$ cat config.mk
export PLATFORM = sky130hd
export DESIGN_NAME = spi_regfile_rw
export DESIGN_NICKNAME = d
export VERILOG_FILES = /design/src/rtl/spi_defs_pkg.sv /design/src/rtl/spi_sync.sv /design/src/rtl/spi_regfile_rw.sv
export SDC_FILE = /design/constraint.sdc
export NUM_CORES = 1
export LEC_CHECK = 0
export ABC_AREA = 1
export CAP_MARGIN = 40
export CORE_MARGIN = 10
export CORE_UTILIZATION = 54
export CTS_CLUSTER_SIZE = 8
export DETAILED_ROUTE_END_ITERATION = 8
export PLACE_DENSITY_LB_ADDON = 0.25
export SYNTH_ARGS = -nofsm -noshare
export SYNTH_HDL_FRONTEND = slang
export SYNTH_SLANG_ARGS = --single-unit
$ cat constraint.sdc
create_clock -name m_clk -period 2.6 [get_ports m_clk]
set_clock_uncertainty 0.2 [all_clocks]
set_input_delay 0.26 -clock m_clk [delete_from_list [all_inputs] [get_ports m_clk]]
set_output_delay 0.26 -clock m_clk [all_outputs]
set_load 0.005 [all_outputs]
$ cat src/rtl/spi_defs_pkg.sv
// Shared definitions for the SPI register-file peripheral:
// FSM state encoding, R/W bit meaning and frame-width helper.
package spi_defs;

  typedef enum logic [1:0] {
    IDLE = 2'd0,
    CMD  = 2'd1,
    DATA = 2'd2,
    OVER = 2'd3
  } state_t;

  localparam logic RW_WRITE = 1'b1;
  localparam logic RW_READ  = 1'b0;

  function automatic int frame_w(
    input int aw,
    input int dw
  );
    return 1 + aw + dw;
  endfunction

endpackage

$ cat src/rtl/spi_sync.sv
// Multi-stage synchroniser for raw pad inputs.
// Each bit resets to its own idle level from RST_VAL.
module spi_sync #(
  parameter int STAGES = 2,
  parameter int WIDTH = 1,
  parameter logic [WIDTH-1:0] RST_VAL = '0
) (
  input  logic             clk,
  input  logic             rst_n,
  input  logic [WIDTH-1:0] d,
  output logic [WIDTH-1:0] q
);

  logic [WIDTH-1:0] ff [STAGES];

  // shift the pad levels through the flop chain
  always_ff @(posedge clk or negedge rst_n) begin
    if (!rst_n) begin
      for (int i = 0; i < STAGES; i++) begin
        ff[i] <= RST_VAL;
      end
    end else begin
      ff[0] <= d;
      for (int i = 1; i < STAGES; i++) begin
        ff[i] <= ff[i-1];
      end
    end
  end

  assign q = ff[STAGES-1];

endmodule

$ cat src/rtl/spi_regfile_rw.sv
// SPI mode-0 register file with write and optional read-back.
// Read-back logic is built only with SPI_READBACK_EN defined.
module spi_regfile_rw
  import spi_defs::*;
#(
  parameter int NUM_REGS = 5,
  parameter int DATA_W = 8,
  parameter int ADDR_W = 7,
  parameter int SYNC_STAGES = 2
) (
  input  logic                       m_clk,
  input  logic                       rst_n,
  input  logic                       sclk,
  input  logic                       mosi,
  input  logic                       cs_n,
  output logic                       miso,
  output logic                       miso_oe,
  output logic [NUM_REGS*DATA_W-1:0] regs,
  output logic                       wr_strobe,
  output logic [ADDR_W-1:0]          wr_addr
);

  localparam int FRAME_W = frame_w(ADDR_W, DATA_W);
  localparam int CNT_W = $clog2(FRAME_W + 1);
  localparam int SR_W = (ADDR_W > DATA_W) ? ADDR_W : DATA_W;
  localparam logic [CNT_W-1:0] CNT_CMD = CNT_W'(ADDR_W);
  localparam logic [CNT_W-1:0] CNT_FULL = CNT_W'(FRAME_W);
  localparam logic [CNT_W-1:0] CNT_MAX = CNT_W'(FRAME_W + 1);
  localparam logic [ADDR_W:0] NREG = (ADDR_W + 1)'(NUM_REGS);

  logic [2:0] sync_q;
  logic s_cs, s_sclk, s_mosi;
  logic d_cs, d_sclk;
  logic cs_fall, cs_rise, sclk_rise, sclk_fall;

  state_t state, state_nx;
  logic [CNT_W-1:0] cnt;
  logic [SR_W-1:0] sr;
  logic [ADDR_W:0] cmd_nx;
  logic rw_q;
  logic [ADDR_W-1:0] addr_q;
  logic in_range;
  logic clr, shift, bump, capture, commit;

  spi_sync #(
    .STAGES (SYNC_STAGES),
    .WIDTH  (3),
    .RST_VAL(3'b100)
  ) u_sync (
    .clk  (m_clk),
    .rst_n(rst_n),
    .d    ({cs_n, sclk, mosi}),
    .q    (sync_q)
  );

  assign s_cs = sync_q[2];
  assign s_sclk = sync_q[1];
  assign s_mosi = sync_q[0];

  // one-cycle-delayed copies for edge detection
  always_ff @(posedge m_clk or negedge rst_n) begin
    if (!rst_n) begin
      d_cs <= 1'b1;
      d_sclk <= 1'b0;
    end else begin
      d_cs <= s_cs;
      d_sclk <= s_sclk;
    end
  end

  assign cs_fall = d_cs & ~s_cs;
  assign cs_rise = ~d_cs & s_cs;
  assign sclk_rise = ~d_sclk & s_sclk;
  assign sclk_fall = d_sclk & ~s_sclk;

  assign cmd_nx = {sr[ADDR_W-1:0], s_mosi};
  assign in_range = {1'b0, addr_q} < NREG;

  // state register
  always_ff @(posedge m_clk or negedge rst_n) begin
    if (!rst_n) state <= IDLE;
    else state <= state_nx;
  end

  // next state and datapath controls; cs_n edges beat sclk edges
  always_comb begin
    state_nx = state;
    clr = 1'b0;
    shift = 1'b0;
    bump = 1'b0;
    capture = 1'b0;
    commit = 1'b0;
    priority case (1'b1)
      cs_fall: begin
        state_nx = CMD;
        clr = 1'b1;
      end
      cs_rise: begin
        state_nx = IDLE;
        commit = (state == DATA) && (cnt == CNT_FULL) &&
                 (rw_q == RW_WRITE) && in_range;
      end
      sclk_rise: begin
        case (state)
          CMD: begin
            shift = 1'b1;
            bump = 1'b1;
            if (cnt == CNT_CMD) begin
              state_nx = DATA;
              capture = 1'b1;
            end
          end
          DATA: begin
            bump = 1'b1;
            if (cnt == CNT_FULL) state_nx = OVER;
            else shift = 1'b1;
          end
          default: ;
        endcase
      end
      default: ;
    endcase
  end

  // bit counter, shift-in register, command latch and commit
  always_ff @(posedge m_clk or negedge rst_n) begin
    if (!rst_n) begin
      cnt <= '0;
      sr <= '0;
      rw_q <= 1'b0;
      addr_q <= '0;
      regs <= '0;
      wr_strobe <= 1'b0;
      wr_addr <= '0;
    end else begin
      wr_strobe <= commit;
      if (clr) begin
        cnt <= '0;
        sr <= '0;
      end else begin
        if (bump && cnt != CNT_MAX) cnt <= cnt + 1'b1;
        if (shift) sr <= {sr[SR_W-2:0], s_mosi};
      end
      if (capture) {rw_q, addr_q} <= cmd_nx;
      if (commit) begin
        wr_addr <= addr_q;
        for (int k = 0; k < NUM_REGS; k++) begin
          if (addr_q == ADDR_W'(k))
            regs[k*DATA_W +: DATA_W] <= sr[DATA_W-1:0];
        end
      end
    end
  end

`ifdef SPI_READBACK_EN
  logic [DATA_W-1:0] tx_sr;
  logic [DATA_W-1:0] rd_val;
  logic tx_drive;

  assign tx_drive = sclk_fall && !cs_fall && !cs_rise &&
                    (state == DATA) && (rw_q == RW_READ);

  // addressed register, zero when out of range
  always_comb begin
    rd_val = '0;
    for (int k = 0; k < NUM_REGS; k++) begin
      if (cmd_nx[ADDR_W-1:0] == ADDR_W'(k))
        rd_val = regs[k*DATA_W +: DATA_W];
    end
  end

  // tx shifter: load at end of command, present a bit per sclk fall
  always_ff @(posedge m_clk or negedge rst_n) begin
    if (!rst_n) begin
      tx_sr <= '0;
      miso <= 1'b0;
      miso_oe <= 1'b0;
    end else if (clr || cs_rise) begin
      tx_sr <= '0;
      miso <= 1'b0;
      miso_oe <= 1'b0;
    end else if (capture && cmd_nx[ADDR_W] == RW_READ) begin
      tx_sr <= rd_val;
    end else if (tx_drive) begin
      miso <= tx_sr[DATA_W-1];
      miso_oe <= 1'b1;
      tx_sr <= tx_sr << 1;
    end
  end
`else
  assign miso = 1'b0;
  assign miso_oe = 1'b0;
`endif

endmodule

==> impl_metrics.json, run 1 <==
{
  "core_area_mm2": 0.006459,
  "critPathBufInv": 2,
  "ys_ff_latch": 79,
  "synth.cells.most_frequent": "nand2_1 (135), dfrtp_1 (76), inv_1 (45), nand3_1 (38), nand4_1 (34)",
  "post_synth_num_cell_types": 29,
  "p_per_area_mw_per_mm2": 535.6,
  "cts_root_buf": "clkbuf_8",
  "nets": 479,
  "post_cts_buffers": 0,
  "yosysTopAreaCell": "dfrtp_1",
  "clk_path_buf_depth": 2,
  "drt_iter0_drc": 140,
  "clk_latency_ps": 350,
  "critPathKind": "reg2reg",
  "cts_resized": 0,
  "worstSetupStartpointType": "flip-flop",
  "grt_usage_pct": 15.62,
  "io_pins": 55,
  "port-buffer-count": 52,
  "wl_um": 8106,
  "cp_common_cell": "nand2_1",
  "cts_made_buffers": 9,
  "initial_utilization_pct": 56.63,
  "worstMarginPinSlew_ps": 487.4,
  "grt_max_degree": 45,
  "cts_tree": "done",
  "layout_setup_ws_ps": 308.6,
  "grt_pass1_vias": 2709,
  "fillers": 511,
  "final_cell_area_mm2": 0.004441,
  "synth_area_per_cell_um2": 8.813,
  "dpl-instance-area_mm2": 0.004210,
  "utilization_pct": 68.75,
  "row_count": 29,
  "multi_input_area_mm2": 0.001368,
  "dr_total_vias": 2881,
  "cpLargestDelayFamily": "simple AND/OR/NAND/NOR gates",
  "grt_pass1_wl_um": 12990,
  "leakage_nw": 2.283,
  "area_growth_pct": 21.42,
  "place_inst": 532,
  "syn-instance-count": 415,
  "cp.arrival_ps": 2330,
  "via_per_inst": 5.248,
  "postRouteAntennaNets": 0,
  "hpwl_um": 5740,
  "crit_slowest_cell": "dfstp_2",
  "synth.area.top_cells": "dfrtp_1 (52%), nand2_1 (14%), nand4_1 (5.8%), nand3_1 (5.2%), inv_1 (4.6%)",
  "synthFlopType": "dfrtp_1",
  "synth_edf_count": 0,
  "grt_remaining_overflow": 0,
  "netlist_area_mm2": 0.003657,
  "dieWidth_um": 102.3,
  "maxSlewHeadroom_pct": 67.16,
  "instances_no_fill": 549,
  "cp-end-kind": "flip-flop",
  "cts_max_level": 3,
  "cts.clk_slew.worst_paths_ps": 80,
  "grt_antenna_before_repair": 0,
  "regArea_mm2": 0.001981,
  "setup_violations": 0,
  "die-height_um": 102.3,
  "avgRoutedWirePerCell_um": 14.77,
  "ys_async_sr_fraction_pct": 100.0,
  "finalCritPeriodShare_pct": 88.13,
  "hold_viol": 0,
  "ys_seq_area_share_pct": 54.16,
  "cp.required_ps": 2640,
  "drive_above_1_share_pct": 9.958,
  "drc": 0,
  "clock_sink_count": 79,
  "pre_cts_ws_ps": 307.9,
  "cp_cell_sequence": "inv_1 -> ha_1 -> inv_4 -> nand2_2 -> nor2_4 -> nand2_4 -> nor2_8 -> nand3_4 -> nand2_1 -> nand2_1",
  "num_antenna_cells": 0,
  "hold_class": "in2reg",
  "grt_setup_unrepaired": "false",
  "layout_min_cycle_time_ps": 2291,
  "final.setup.tns_ps": 0,
  "gp_congestion": 0.8111,
  "status": "finished clean",
  "synth_top_area_share_pct": 52.00,
  "yosysWarnings": 0,
  "max_clock_freq_ghz": 0.4364,
  "max_stage_delay_ps": 550,
  "max-vdd-ir-drop_mv": 0.4808,
  "die-area_mm2": 0.01046,
  "critPathMaxFanout": 33,
  "dr.pass1.iters": 4,
  "finalMaxSlewViolations": 0,
  "synth.most_common_cell": "nand2_1",
  "cap_violations": 0
}
## per-layer routing
layer	share of wire (%)	track usage, %	up-vias	wire length [um]
li1	-	-	1427	-
met1	45	19.62	1357	3648
met2	46	24.79	82	3748
met3	6.9	4.791	15	562
met4	1.8	5.965	0	146
met5	0	0	-	0
## report_power, final
| group | internal [mW] | switching, mW | total, mW |
|---|---|---|---|
| clock network | 0.546 | 0.467 | 1.01 |
| logic | 0.0345 | 0.0743 | 0.109 |
| registers | 1.24 | 0.0126 | 1.26 |
| total | 1.82 | 0.554 | 2.38 |
## cell type report
class	count	area share [%]
Multi-Input combinational cell	266	30.80
Timing Repair Buffer	57	12.85
Inverter	54	4.621
Sequential cell	79	44.60
Clock inverter	6	2.085
Clock buffer	10	2.874
Tap cell	77	2.170
## cells by family (layout without fill, tap and decap cells)
kind of cell	after synthesis	count (layout)	share of synthesized area, %
fa+ha+maj	7	7	2.395
compound gates	12	12	1.711
other cells	1	2	0.1025
flops	79	79	54.16
xor+xnor	1	1	0.2395
buf+inv	71	127	8.553
simple gates	244	244	32.84
## metrics by stage
step / power [mW] / hold slack (ps)
global placement: 1.381 / 134.2
CTS: 2.394 / 98.69
detailed placement: 1.389 / 43.44
global route: 2.462 / 96.95
floorplan: 1.338 / -235.6
finish: 2.378 / 108.0
## placed cells by master, fill, tap and decap left out, types with 2 or more instances in the layout
cell type,count
dfstp_2,3
buf_4,4
dfrtp_1,76
clkdlybuf4s50_1,51
inv_1,45
nand4_1,34
inv_2,5
clkinvlp_4,2
nand2_1,135
nand3_2,2
nand3_4,3
nand2_2,3
bufinv_16,2
clkinv_1,3
nor2_4,6
conb_1,2
nor2_1,18
nand3_1,38
ha_1,7
clkbuf_8,9
o21ai_0,10
## repair_timing
item                                    4_1_cts  5_1_grt
endpoints found under the hold margin        35        0
endpoints found under the setup margin        0        0
hold buffers                                  1        0
## state kept, by name (all words and copies together) (netlist names)
name	cells
u_sync.q	3
wr_addr	7
rw_q	1
d_sclk	1
cnt	5
regs	40
addr_q	7
u_sync.ff	3
wr_strobe	1
sr	8
state	2
d_cs	1
## path summary, 6_finish.rpt
kind,to,cells past startpoint,slack (ps),startpoint
max,regs[17],10,310,u_sync.q[2]
min,u_sync.ff[5],1,110,cs_n
max reg2reg,regs[17],10,310,u_sync.q[2]
min reg2reg,u_sync.q[1],0,160,u_sync.ff[4]
max in group asynchronous,wr_addr[2],3,1420,rst_n
min in group asynchronous,regs[4],2,200,rst_n
Power figures use the tool's default switching activity.
==> run 2, diff against run 1 <==
==> constraint.sdc (replaced) <==
create_clock -name m_clk -period 2.6 [get_ports m_clk]
set_clock_uncertainty 0.2 [all_clocks]
set_input_delay 0.26 -clock m_clk [delete_from_list [all_inputs] [get_ports m_clk]]
set_output_delay 0.26 -clock m_clk [all_outputs]
set_load 0.02 [all_outputs]
==> results of run 2 <==
Same layout as run 1 (identical final DEF). Status: finished clean.
Among the figures that moved: total power 2.378 mW -> 2.380 mW
